`config.mk`:
```
export PLATFORM = sky130hd
export DESIGN_NAME = write_back_v2_flat
export DESIGN_NICKNAME = d
export VERILOG_FILES = /design/src/rtl/write_back_v2_if.sv /design/src/rtl/write_back_v2.sv /design/src/flat_wrapper.sv
export SDC_FILE = /design/constraint.sdc
export NUM_CORES = 1
export LEC_CHECK = 0
export CORE_AREA = 4 4 319 290
export DETAILED_ROUTE_END_ITERATION = 8
export DIE_AREA = 0 0 323 294
export PLACE_DENSITY_LB_ADDON = 0.15
export SKIP_CTS_REPAIR_TIMING = 1
export SYNTH_ARGS = -nofsm -noshare
export SYNTH_HDL_FRONTEND = slang
export SYNTH_SLANG_ARGS = --single-unit
```
`constraint.sdc`:
```
create_clock -name clock -period 7.25 [get_ports clock]
set_clock_uncertainty 0.1 [all_clocks]
set_input_delay 1.8125 -clock clock [delete_from_list [all_inputs] [get_ports clock]]
set_output_delay 1.8125 -clock clock [all_outputs]
set_load 0.05 [all_outputs]
```
`src/rtl/write_back_v2_if.sv`:
```
// Write-back stage bundle: request, v0, result-beat handshake, register-file
// read/write ports and status. The stage uses the slave modport.
interface write_back_v2_if #(
    parameter int VLEN     = 128,
    parameter int MAX_LMUL = 8,
    parameter int VL_W     = $clog2(VLEN*MAX_LMUL/8) + 1
);
    logic            req_valid;
    logic            req_ready;
    logic [4:0]      req_vd;
    logic [1:0]      req_lmul;
    logic [1:0]      req_sew;
    logic [VL_W-1:0] req_vl;
    logic [VL_W-1:0] req_vstart;
    logic            req_vm;
    logic            req_vma;
    logic            req_vta;
    logic [VLEN-1:0] v0;

    logic            res_valid;
    logic            res_ready;
    logic [VLEN-1:0] res_data;

    logic            rf_rd_en;
    logic [4:0]      rf_rd_addr;
    logic [VLEN-1:0] rf_rd_data;

    logic            rf_wr_en;
    logic [4:0]      rf_wr_addr;
    logic [VLEN-1:0] rf_wr_data;

    logic            busy;
    logic            done;

    modport slave (
        input  req_valid, req_vd, req_lmul, req_sew, req_vl, req_vstart,
               req_vm, req_vma, req_vta, v0, res_valid, res_data, rf_rd_data,
        output req_ready, res_ready, rf_rd_en, rf_rd_addr,
               rf_wr_en, rf_wr_addr, rf_wr_data, busy, done
    );

    modport master (
        output req_valid, req_vd, req_lmul, req_sew, req_vl, req_vstart,
               req_vm, req_vma, req_vta, v0, res_valid, res_data, rf_rd_data,
        input  req_ready, res_ready, rf_rd_en, rf_rd_addr,
               rf_wr_en, rf_wr_addr, rf_wr_data, busy, done
    );
endinterface

```
`src/rtl/write_back_v2.sv`:
```
// Sequential vector write-back: walks the destination group one register per beat,
// merging result and old value under vstart/vl/v0. Macro WRITE_BACK_AGNOSTIC_ONES_EN writes agnostic elements as all-ones.
module write_back_v2 #(
    parameter int VLEN     = 128,
    parameter int MAX_LMUL = 8,
    parameter int VL_W     = $clog2(VLEN*MAX_LMUL/8) + 1
) (
    input logic            clock,
    input logic            reset,
    write_back_v2_if.slave wb
);
    localparam int LANES    = VLEN / 8;
    localparam int LANE_LOG = $clog2(LANES);
    localparam int LMUL_LOG = $clog2(MAX_LMUL);
    localparam int B_W      = (LMUL_LOG > 0) ? LMUL_LOG : 1;
    localparam int V0_IW    = $clog2(VLEN);

`ifdef WRITE_BACK_AGNOSTIC_ONES_EN
    localparam bit AGNOSTIC_ONES = 1'b1;
`else
    localparam bit AGNOSTIC_ONES = 1'b0;
`endif

    typedef enum logic [1:0] {IDLE, RD, OLD, MERGE} state_t;

    state_t          state_reg;
    state_t          state_next;

    logic [B_W-1:0]  beat_reg;
    logic [B_W-1:0]  last_reg;
    logic [4:0]      vd_reg;
    logic [1:0]      sew_reg;
    logic [VL_W-1:0] vl_reg;
    logic [VL_W-1:0] vstart_reg;
    logic            vm_reg;
    logic            vma_reg;
    logic            vta_reg;
    logic [VLEN-1:0] v0_reg;
    logic [VLEN-1:0] old_reg;

    logic            wr_en_reg;
    logic [4:0]      wr_addr_reg;
    logic [VLEN-1:0] wr_data_reg;
    logic            done_reg;

    logic            accept;
    logic            handshake;
    logic            is_last;
    logic [1:0]      lmul_eff;
    logic [B_W-1:0]  req_last;
    logic [4:0]      beat_addr;
    logic [3:0]      shamt;
    logic [VLEN-1:0] old_src;
    logic [VLEN-1:0] merged;

    assign is_last   = (beat_reg == last_reg);
    assign beat_addr = vd_reg + 5'(beat_reg);

    // Group size clamps to MAX_LMUL; last beat index is 2^lmul - 1.
    always_comb begin
        lmul_eff = wb.req_lmul;
        if (wb.req_lmul > 2'(LMUL_LOG)) begin
            lmul_eff = 2'(LMUL_LOG);
        end
        req_last = B_W'((32'd1 << lmul_eff) - 32'd1);
    end

    always_comb begin
        state_next = state_reg;
        accept     = 1'b0;
        handshake  = 1'b0;
        case (state_reg)
            IDLE: begin
                if (wb.req_valid) begin
                    accept     = 1'b1;
                    state_next = RD;
                end
            end
            RD: begin
                state_next = OLD;
            end
            OLD: begin
                if (wb.res_valid) begin
                    handshake  = 1'b1;
                    state_next = is_last ? IDLE : RD;
                end else begin
                    state_next = MERGE;
                end
            end
            MERGE: begin
                if (wb.res_valid) begin
                    handshake  = 1'b1;
                    state_next = is_last ? IDLE : RD;
                end
            end
            default: state_next = IDLE;
        endcase
    end

    // Outputs depend on state (and reset) only; nothing combinational from res_valid.
    assign wb.req_ready  = (state_reg == IDLE) && !reset;
    assign wb.busy       = (state_reg != IDLE) && !reset;
    assign wb.res_ready  = ((state_reg == OLD) || (state_reg == MERGE)) && !reset;
    assign wb.rf_rd_en   = (state_reg == RD) && !reset;
    assign wb.rf_rd_addr = beat_addr;
    assign wb.rf_wr_en   = wr_en_reg;
    assign wb.rf_wr_addr = wr_addr_reg;
    assign wb.rf_wr_data = wr_data_reg;
    assign wb.done       = done_reg;

    // In OLD the read data is still on the port, so a handshake there merges it directly.
    assign old_src = (state_reg == OLD) ? wb.rf_rd_data : old_reg;

    // Element index of byte lane k in this beat: beat*(VLEN/SEW) + k/(SEW/8).
    assign shamt = 4'(LANE_LOG) - {2'b00, sew_reg};

    genvar gi;
    generate
        for (gi = 0; gi < LANES; gi++) begin : g_lane
            logic [VL_W-1:0]  g_idx;
            logic [V0_IW-1:0] v0_idx;
            logic             prestart;
            logic             tail;
            logic             masked_off;
            logic [7:0]       old_b;
            logic [7:0]       res_b;
            logic [7:0]       agn_b;
            logic [7:0]       lane_b;

            always_comb begin
                g_idx      = (VL_W'(beat_reg) << shamt) + (VL_W'(gi) >> sew_reg);
                v0_idx     = V0_IW'(g_idx);
                prestart   = (g_idx < vstart_reg);
                tail       = (g_idx >= vl_reg);
                masked_off = !vm_reg && !v0_reg[v0_idx];
                old_b      = old_src[gi*8 +: 8];
                res_b      = wb.res_data[gi*8 +: 8];
                agn_b      = AGNOSTIC_ONES ? 8'hFF : old_b;
                lane_b     = res_b;
                if (prestart) begin
                    lane_b = old_b;
                end else if (tail) begin
                    lane_b = vta_reg ? agn_b : old_b;
                end else if (masked_off) begin
                    lane_b = vma_reg ? agn_b : old_b;
                end
            end

            assign merged[gi*8 +: 8] = lane_b;
        end
    endgenerate

    always_ff @(posedge clock) begin
        if (reset) begin
            state_reg   <= IDLE;
            beat_reg    <= '0;
            last_reg    <= '0;
            vd_reg      <= '0;
            sew_reg     <= '0;
            vl_reg      <= '0;
            vstart_reg  <= '0;
            vm_reg      <= 1'b0;
            vma_reg     <= 1'b0;
            vta_reg     <= 1'b0;
            wr_en_reg   <= 1'b0;
            wr_addr_reg <= '0;
            wr_data_reg <= '0;
            done_reg    <= 1'b0;
        end else begin
            state_reg <= state_next;
            wr_en_reg <= handshake;
            done_reg  <= handshake && is_last;
            if (handshake) begin
                wr_addr_reg <= beat_addr;
                wr_data_reg <= merged;
                beat_reg    <= is_last ? '0 : beat_reg + B_W'(1);
            end
            if (accept) begin
                beat_reg   <= '0;
                last_reg   <= req_last;
                vd_reg     <= wb.req_vd;
                sew_reg    <= wb.req_sew;
                vl_reg     <= wb.req_vl;
                vstart_reg <= wb.req_vstart;
                vm_reg     <= wb.req_vm;
                vma_reg    <= wb.req_vma;
                vta_reg    <= wb.req_vta;
            end
        end
    end

    // Wide datapath registers need no reset: they are always loaded before use.
    always_ff @(posedge clock) begin
        if (accept) begin
            v0_reg <= wb.v0;
        end
        if (state_reg == OLD) begin
            old_reg <= wb.rf_rd_data;
        end
    end
endmodule
```
`src/flat_wrapper.sv`:
```
// flat-port wrapper written by rule: the top's interface ports become plain ports
module write_back_v2_flat 
#(
    parameter int VLEN     = 128,
    parameter int MAX_LMUL = 8,
    parameter int VL_W     = $clog2(VLEN*MAX_LMUL/8) + 1
)
  (clock, reset, wb_req_valid, wb_req_vd, wb_req_lmul, wb_req_sew, wb_req_vl, wb_req_vstart, wb_req_vm, wb_req_vma, wb_req_vta, wb_v0, wb_res_valid, wb_res_data, wb_rf_rd_data, wb_req_ready, wb_res_ready, wb_rf_rd_en, wb_rf_rd_addr, wb_rf_wr_en, wb_rf_wr_addr, wb_rf_wr_data, wb_busy, wb_done);
  write_back_v2_if #(.VLEN(VLEN), .MAX_LMUL(MAX_LMUL), .VL_W(VL_W)) wb_i ();
  input logic clock;
  input logic reset;
  input wire logic [$bits(wb_i.req_valid)-1:0] wb_req_valid;
  input wire logic [$bits(wb_i.req_vd)-1:0] wb_req_vd;
  input wire logic [$bits(wb_i.req_lmul)-1:0] wb_req_lmul;
  input wire logic [$bits(wb_i.req_sew)-1:0] wb_req_sew;
  input wire logic [$bits(wb_i.req_vl)-1:0] wb_req_vl;
  input wire logic [$bits(wb_i.req_vstart)-1:0] wb_req_vstart;
  input wire logic [$bits(wb_i.req_vm)-1:0] wb_req_vm;
  input wire logic [$bits(wb_i.req_vma)-1:0] wb_req_vma;
  input wire logic [$bits(wb_i.req_vta)-1:0] wb_req_vta;
  input wire logic [$bits(wb_i.v0)-1:0] wb_v0;
  input wire logic [$bits(wb_i.res_valid)-1:0] wb_res_valid;
  input wire logic [$bits(wb_i.res_data)-1:0] wb_res_data;
  input wire logic [$bits(wb_i.rf_rd_data)-1:0] wb_rf_rd_data;
  output wire logic [$bits(wb_i.req_ready)-1:0] wb_req_ready;
  output wire logic [$bits(wb_i.res_ready)-1:0] wb_res_ready;
  output wire logic [$bits(wb_i.rf_rd_en)-1:0] wb_rf_rd_en;
  output wire logic [$bits(wb_i.rf_rd_addr)-1:0] wb_rf_rd_addr;
  output wire logic [$bits(wb_i.rf_wr_en)-1:0] wb_rf_wr_en;
  output wire logic [$bits(wb_i.rf_wr_addr)-1:0] wb_rf_wr_addr;
  output wire logic [$bits(wb_i.rf_wr_data)-1:0] wb_rf_wr_data;
  output wire logic [$bits(wb_i.busy)-1:0] wb_busy;
  output wire logic [$bits(wb_i.done)-1:0] wb_done;
  assign wb_i.req_valid = wb_req_valid;
  assign wb_i.req_vd = wb_req_vd;
  assign wb_i.req_lmul = wb_req_lmul;
  assign wb_i.req_sew = wb_req_sew;
  assign wb_i.req_vl = wb_req_vl;
  assign wb_i.req_vstart = wb_req_vstart;
  assign wb_i.req_vm = wb_req_vm;
  assign wb_i.req_vma = wb_req_vma;
  assign wb_i.req_vta = wb_req_vta;
  assign wb_i.v0 = wb_v0;
  assign wb_i.res_valid = wb_res_valid;
  assign wb_i.res_data = wb_res_data;
  assign wb_i.rf_rd_data = wb_rf_rd_data;
  assign wb_req_ready = wb_i.req_ready;
  assign wb_res_ready = wb_i.res_ready;
  assign wb_rf_rd_en = wb_i.rf_rd_en;
  assign wb_rf_rd_addr = wb_i.rf_rd_addr;
  assign wb_rf_wr_en = wb_i.rf_wr_en;
  assign wb_rf_wr_addr = wb_i.rf_wr_addr;
  assign wb_rf_wr_data = wb_i.rf_wr_data;
  assign wb_busy = wb_i.busy;
  assign wb_done = wb_i.done;
  write_back_v2 #(.VLEN(VLEN), .MAX_LMUL(MAX_LMUL), .VL_W(VL_W)) u_core (.clock(clock), .reset(reset), .wb(wb_i));
endmodule
```
* After elaboration in Yosys (flattened, before gate mapping)
Cells that the tools add are included.
Operators by class: add/subtract/negate cells 20, magnitude comparators 49, eq/ne operators 6, shifts and indexed selects 18, multiplexer cells 92, reduce and logical (&&, ||, !) cells 45
Operators with widths (number):
- $mux W8 | 48
- $add A8 B8 Y8 | 16
- $ge A8 B8 Y1 | 16
- $lt A7 B8 Y1 const B | 16
- $lt A8 B8 Y1 | 16
- $mux W128 | 1
- $bmux W1 S7 | 16
- $shr A4 B2 Y8 const A | 8
- $shr A3 B2 Y8 const A | 4
- $logic_and A1 B1 Y1 | 21
- $mux W1 | 21
- $logic_not A1 Y1 | 18
- $shr A1 B2 Y8 const A | 2
- $shr A2 B2 Y8 const A | 2
- $mux W2 | 4
- $pmux W2 S4 | 1
- $shl A3 B4 Y8 | 1
- $add A5 B3 Y5 | 1
- $eq A2 B2 Y1 const B | 2
- $ne A2 B2 Y1 const B | 2
- $reduce_or A2 Y1 | 2
- $sub A3 B2 Y4 const A | 1
- $add A3 B1 Y3 const B | 1
- $eq A3 B3 Y1 | 1
- 9 further kinds | 9
Word-level totals: register bits 423, output and inout port bits 144

* Logic depth before layout (Yosys ltp)
depth in word-level cells 10, depth in mapped cells 26

* Least setup slack after synthesis
No wires, ideal clock.
path type register -> register, start point register u_core.sew_reg[0], end point register u_core.wr_data_reg[56], in the netlist u_core.wb.rf_wr_data[56], arrival time 6.231 ns, slack 0.797 ns, stages on the path, launching flop included 26, clock period less this slack 6.453 ns, path through dfxtp_1 > buf_2 > inv_1 > ha_1 > or4b_1 > buf_4 > inv_6 > clkbuf_1 > ha_1 > inv_1 > fa_1 > clkbuf_1 > clkbuf_1 > clkbuf_1 > inv_1 > ha_1 > a21o_1 > a21o_1 > a21o_1 > a21o_1 > a211oi_1 > o21bai_1 > nor2b_1 > buf_1 > a21oi_1 > a311o_1
Between the ends: longest elaborated chain between the ends 10, elaborated cells on any way between the ends 13, classes of those cells 2 x add/sub; 2 x order compare; 2 x shift; 5 x mux; 2 x reduce/logical
RTL lines:
- start, declared | RTL line write_back_v2.sv:32 | logic [1:0] sew_reg;
- start signal, assigned | RTL line write_back_v2.sv:182 | sew_reg <= wb.req_sew;
- $sub A3 B2 Y4 | RTL line write_back_v2.sv:115 | assign shamt = 4'(LANE_LOG) - {2'b00, sew_reg};
- $shl A3 B4 Y8 | RTL line write_back_v2.sv:131 | g_idx = (VL_W'(beat_reg) << shamt) + (VL_W'(gi) >> sew_reg);
- $add A8 B8 Y8 (*) | RTL line write_back_v2.sv:131
- $bmux W1 S7 | RTL line write_back_v2.sv:135 | masked_off = !vm_reg && !v0_reg[v0_idx];
- $mux W1 (not written as such) | RTL line write_back_v2.sv:135
- $logic_not A1 Y1 | RTL line write_back_v2.sv:135
- $logic_and A1 B1 Y1 | RTL line write_back_v2.sv:135
- $mux W8 | RTL line write_back_v2.sv:144 | end else if (masked_off) begin
- $mux W8 | RTL line write_back_v2.sv:142 | end else if (tail) begin
- $mux W8 (*) | RTL line write_back_v2.sv:140 | if (prestart) begin
- end signal, assigned | RTL line write_back_v2.sv:175 | wr_data_reg <= merged;
- end, declared | RTL line write_back_v2.sv:43 | logic [VLEN-1:0] wr_data_reg;
Every way passes the cells marked *; elsewhere a longest branch is shown, timed or not. The select of a mux whose other input is x is not followed. A chain may end at the register's enable or synchronous reset.

* Final worst setup path
start point register u_core.sew_reg[1], end point register u_core.wr_data_reg[17], in the netlist u_core.wb.rf_wr_data[17]
The elaborated chain is that of the path after synthesis.

==> reports/metrics.csv <==
metric,value,unit
fin_crit_sh,0.9333,
hold_start,u_core.wb.rf_wr_addr[0],
hold-path-endpoint,u_core.wb.rf_wr_addr[0],
fillers,7958,
post-route-drc-count,0,
hold-worst-slack,354.9,ps
async_flop_share,0,
area_growth,20.72,%
drive_gt1_frac,0.2129,
final_common_cell,clkdlybuf4s50_1,
powerDensity,199.7,nW/um^2
r2r_end,u_core.wb.rf_wr_data[17],
dieArea,94960,sq um
start_kind,flop,
numCtsBuffers,47,
synth_edf_count,128,
rsz0062_at_grt,no,
cts_tree,built,
wl,175.7,mm
cp_max_fo,22,
grt_pass1_vias,35048,
vias,37179,
syn_inst,3827,
hold_depth,2,
synth_top_family_by_area,multiplexers,
cts.sinks,423,
clock.fmax,147.8,MHz
initial_core_util,0.4469,
dp.final_hpwl,124.8,mm
post-route-util,0.5395,
cp-end-kind,flop,
coreArea,89010,sq um
hold_path_class,reg -> reg,
antenna_found_initial,16,
ant_nets,0,
p_leak,0.01795,uW
max_slew_margin,0.07336,
ir_drop,0.0001782,V
min_period,6766,ps
cap_violations,0,
grt_max_degree,160,
globalplace.congestion,1.036,
yosysSeqAreaShare,0.2451,
crit_type,reg -> reg,
die_w,323,um
r2r-start,u_core.sew_reg[1],
grt_pass1_wl,247.8,mm
ff2ff_path_depth,16,
synth-seq-cells,423,
cts.clk_slew.worst_paths,60,ps
yosys.area_share.simple,0.1215,
drt_iter0_markers,5120,
max-clock-path-buffers,3,
tightest_slew,1380,ps
synth-adder-area-share,0.08613,
status,completed,
htree_levels,2,
nets,4841,
setup_tns,0,ps
syn_nets,4510,
dr.pass1.iters,8,
yosysWarnings,0,
slew_viol_final,0,
reg2reg_setup_slack,480,ps
grt_usage,0.3540,
setup_viol,0,
synthXorXnorAreaFrac,0.01472,
syn-mean-instance-area,10.39,sq um
final_cell_mix,"556 x clkdlybuf4s50_1, 429 x mux4_2, 389 x nand2_1",
cp.required,7670,ps
cts_root_buf,clkbuf_16,
syn_area,39780,sq um
synthMuxAreaShare,0.3391,
io_buffers,557,
placementRows,104,
crit_arrival,7180,ps
ioPinCount,560,
synth.distinct_cells,109,
ys.flop_type,dfxtp_1,
die_h,294,um
overflow,0,
clk_latency,620,ps
synth-compound-area-share,0.1378,
avgRoutedWirePerCell,32.70,um
via_per_inst,6.922,
hold_violations,0,
power,9591,uW
critical path, cell delays in order (launching register included):
cell and delay, ps:
dfxtp_1 550, inv_1 350, ha_1 390, inv_1 590, o21ai_0 400, ha_1 360, or3_1 350, o22ai_1 300
nor2_2 80, inv_2 500, mux2_2 410, a211oi_1 260, a211oi_1 90, a211oi_1 910, a211oi_2 380, and2_1 380
o211ai_1 230
per-layer routing:
layer,vias up,GRT usage,wire length [um]
met5,-,0.002020,32
met4,6,0.1548,9361
met3,582,0.1393,24870
met2,2696,0.5352,76920
met1,18237,0.4501,64460
li1,15658,-,-
synthesized netlist by cell type, types with 9 or more instances:
cell / number / area, sq um
o221ai_1: 42 / 367.9
buf_1: 32 / 120.1
a22oi_1: 17 / 127.6
a221oi_1: 12 / 105.1
mux2i_1: 219 / 2192
buf_4: 11 / 82.58
a31oi_1: 41 / 256.5
nor2b_1: 19 / 118.9
a21boi_0: 10 / 75.07
inv_1: 100 / 375.4
nor4_1: 37 / 231.5
edfxtp_1: 128 / 3844
a21o_1: 95 / 713.2
o21bai_1: 10 / 75.07
nor2_1: 81 / 304.0
o2111ai_1: 11 / 96.34
a311o_1: 42 / 420.4
nand2_1: 390 / 1464
ha_1: 260 / 3253
a21oi_1: 135 / 675.7
nand2b_1: 29 / 181.4
nand3_1: 229 / 1146
xnor2_1: 31 / 271.5
a311oi_1: 9 / 78.83
mux2_2: 145 / 1633
o211ai_1: 62 / 465.5
nor3_1: 30 / 150.1
dfxtp_1: 295 / 5906
a211o_1: 11 / 96.34
clkbuf_1: 331 / 1242
o21a_1: 26 / 195.2
a2111oi_0: 11 / 96.34
or3_1: 10 / 62.56
inv_2: 9 / 33.78
o21ai_0: 74 / 370.4
mux4_2: 429 / 9662
o22ai_1: 13 / 81.33
buf_2: 53 / 265.3
nand4_1: 52 / 325.3
and3_1: 51 / 319.1
a211oi_1: 58 / 435.4
through the flow:
step           area (sq um)  std cells  setup slack [ps]
2_1_floorplan         39780       3827             797.1
3_3_place_gp          46390       5275             873.9
3_5_place_dp          46390       5275             824.6
4_1_cts               47990       5360             769.9
5_1_grt               48020       5371             391.9
6_report              48020       5371             483.5
cells by family (layout without fill, tap and decap cells):
| logic type | Yosys count | count (layout) |
|---|---|---|
| mux | 793 | 793 |
| fa+ha+maj | 270 | 270 |
| simple gates | 990 | 990 |
| other cells | 0 | 11 |
| compound gates | 755 | 755 |
| flops | 423 | 423 |
| xor+xnor | 50 | 50 |
| buf+inv | 546 | 913 |
cell type report:
class	count	area, sq um	share of cell area
Clock inverter	24	309.0	0.006436
Tap cell	1166	1459	0.03038
Antenna cell	11	27.53	0.0005732
Multi-Input combinational cell	2858	27940	0.5818
Inverter	112	435.4	0.009068
Clock buffer	61	1289	0.02684
Sequential cell	423	9749	0.2030
Timing Repair Buffer	716	6814	0.1419
where the power goes:
part           internal [uW]  leakage [uW]  switching (uW)  total, uW
Clock                   1440      0.000774            1060       2500
Combinational           1760        0.0135            2000       3760
Sequential              2900       0.00365             428       3330
how the worst max path moves through the flow:
stage / start / endpoint / slack (ps) / depth (start not counted)
after floorplan: u_core.sew_reg[0] / u_core.wb.rf_wr_data[56] / 800 / 25
after global placement: u_core.sew_reg[1] / u_core.wb.rf_wr_data[17] / 870 / 16
after detailed placement: u_core.sew_reg[1] / u_core.wb.rf_wr_data[19] / 820 / 16
after CTS: u_core.sew_reg[1] / u_core.wb.rf_wr_data[17] / 770 / 16
after global routing: u_core.sew_reg[1] / u_core.wb.rf_wr_data[17] / 390 / 16
final: u_core.sew_reg[1] / u_core.wb.rf_wr_data[17] / 480 / 16
No activity file was read; power rests on OpenSTA's default activity.
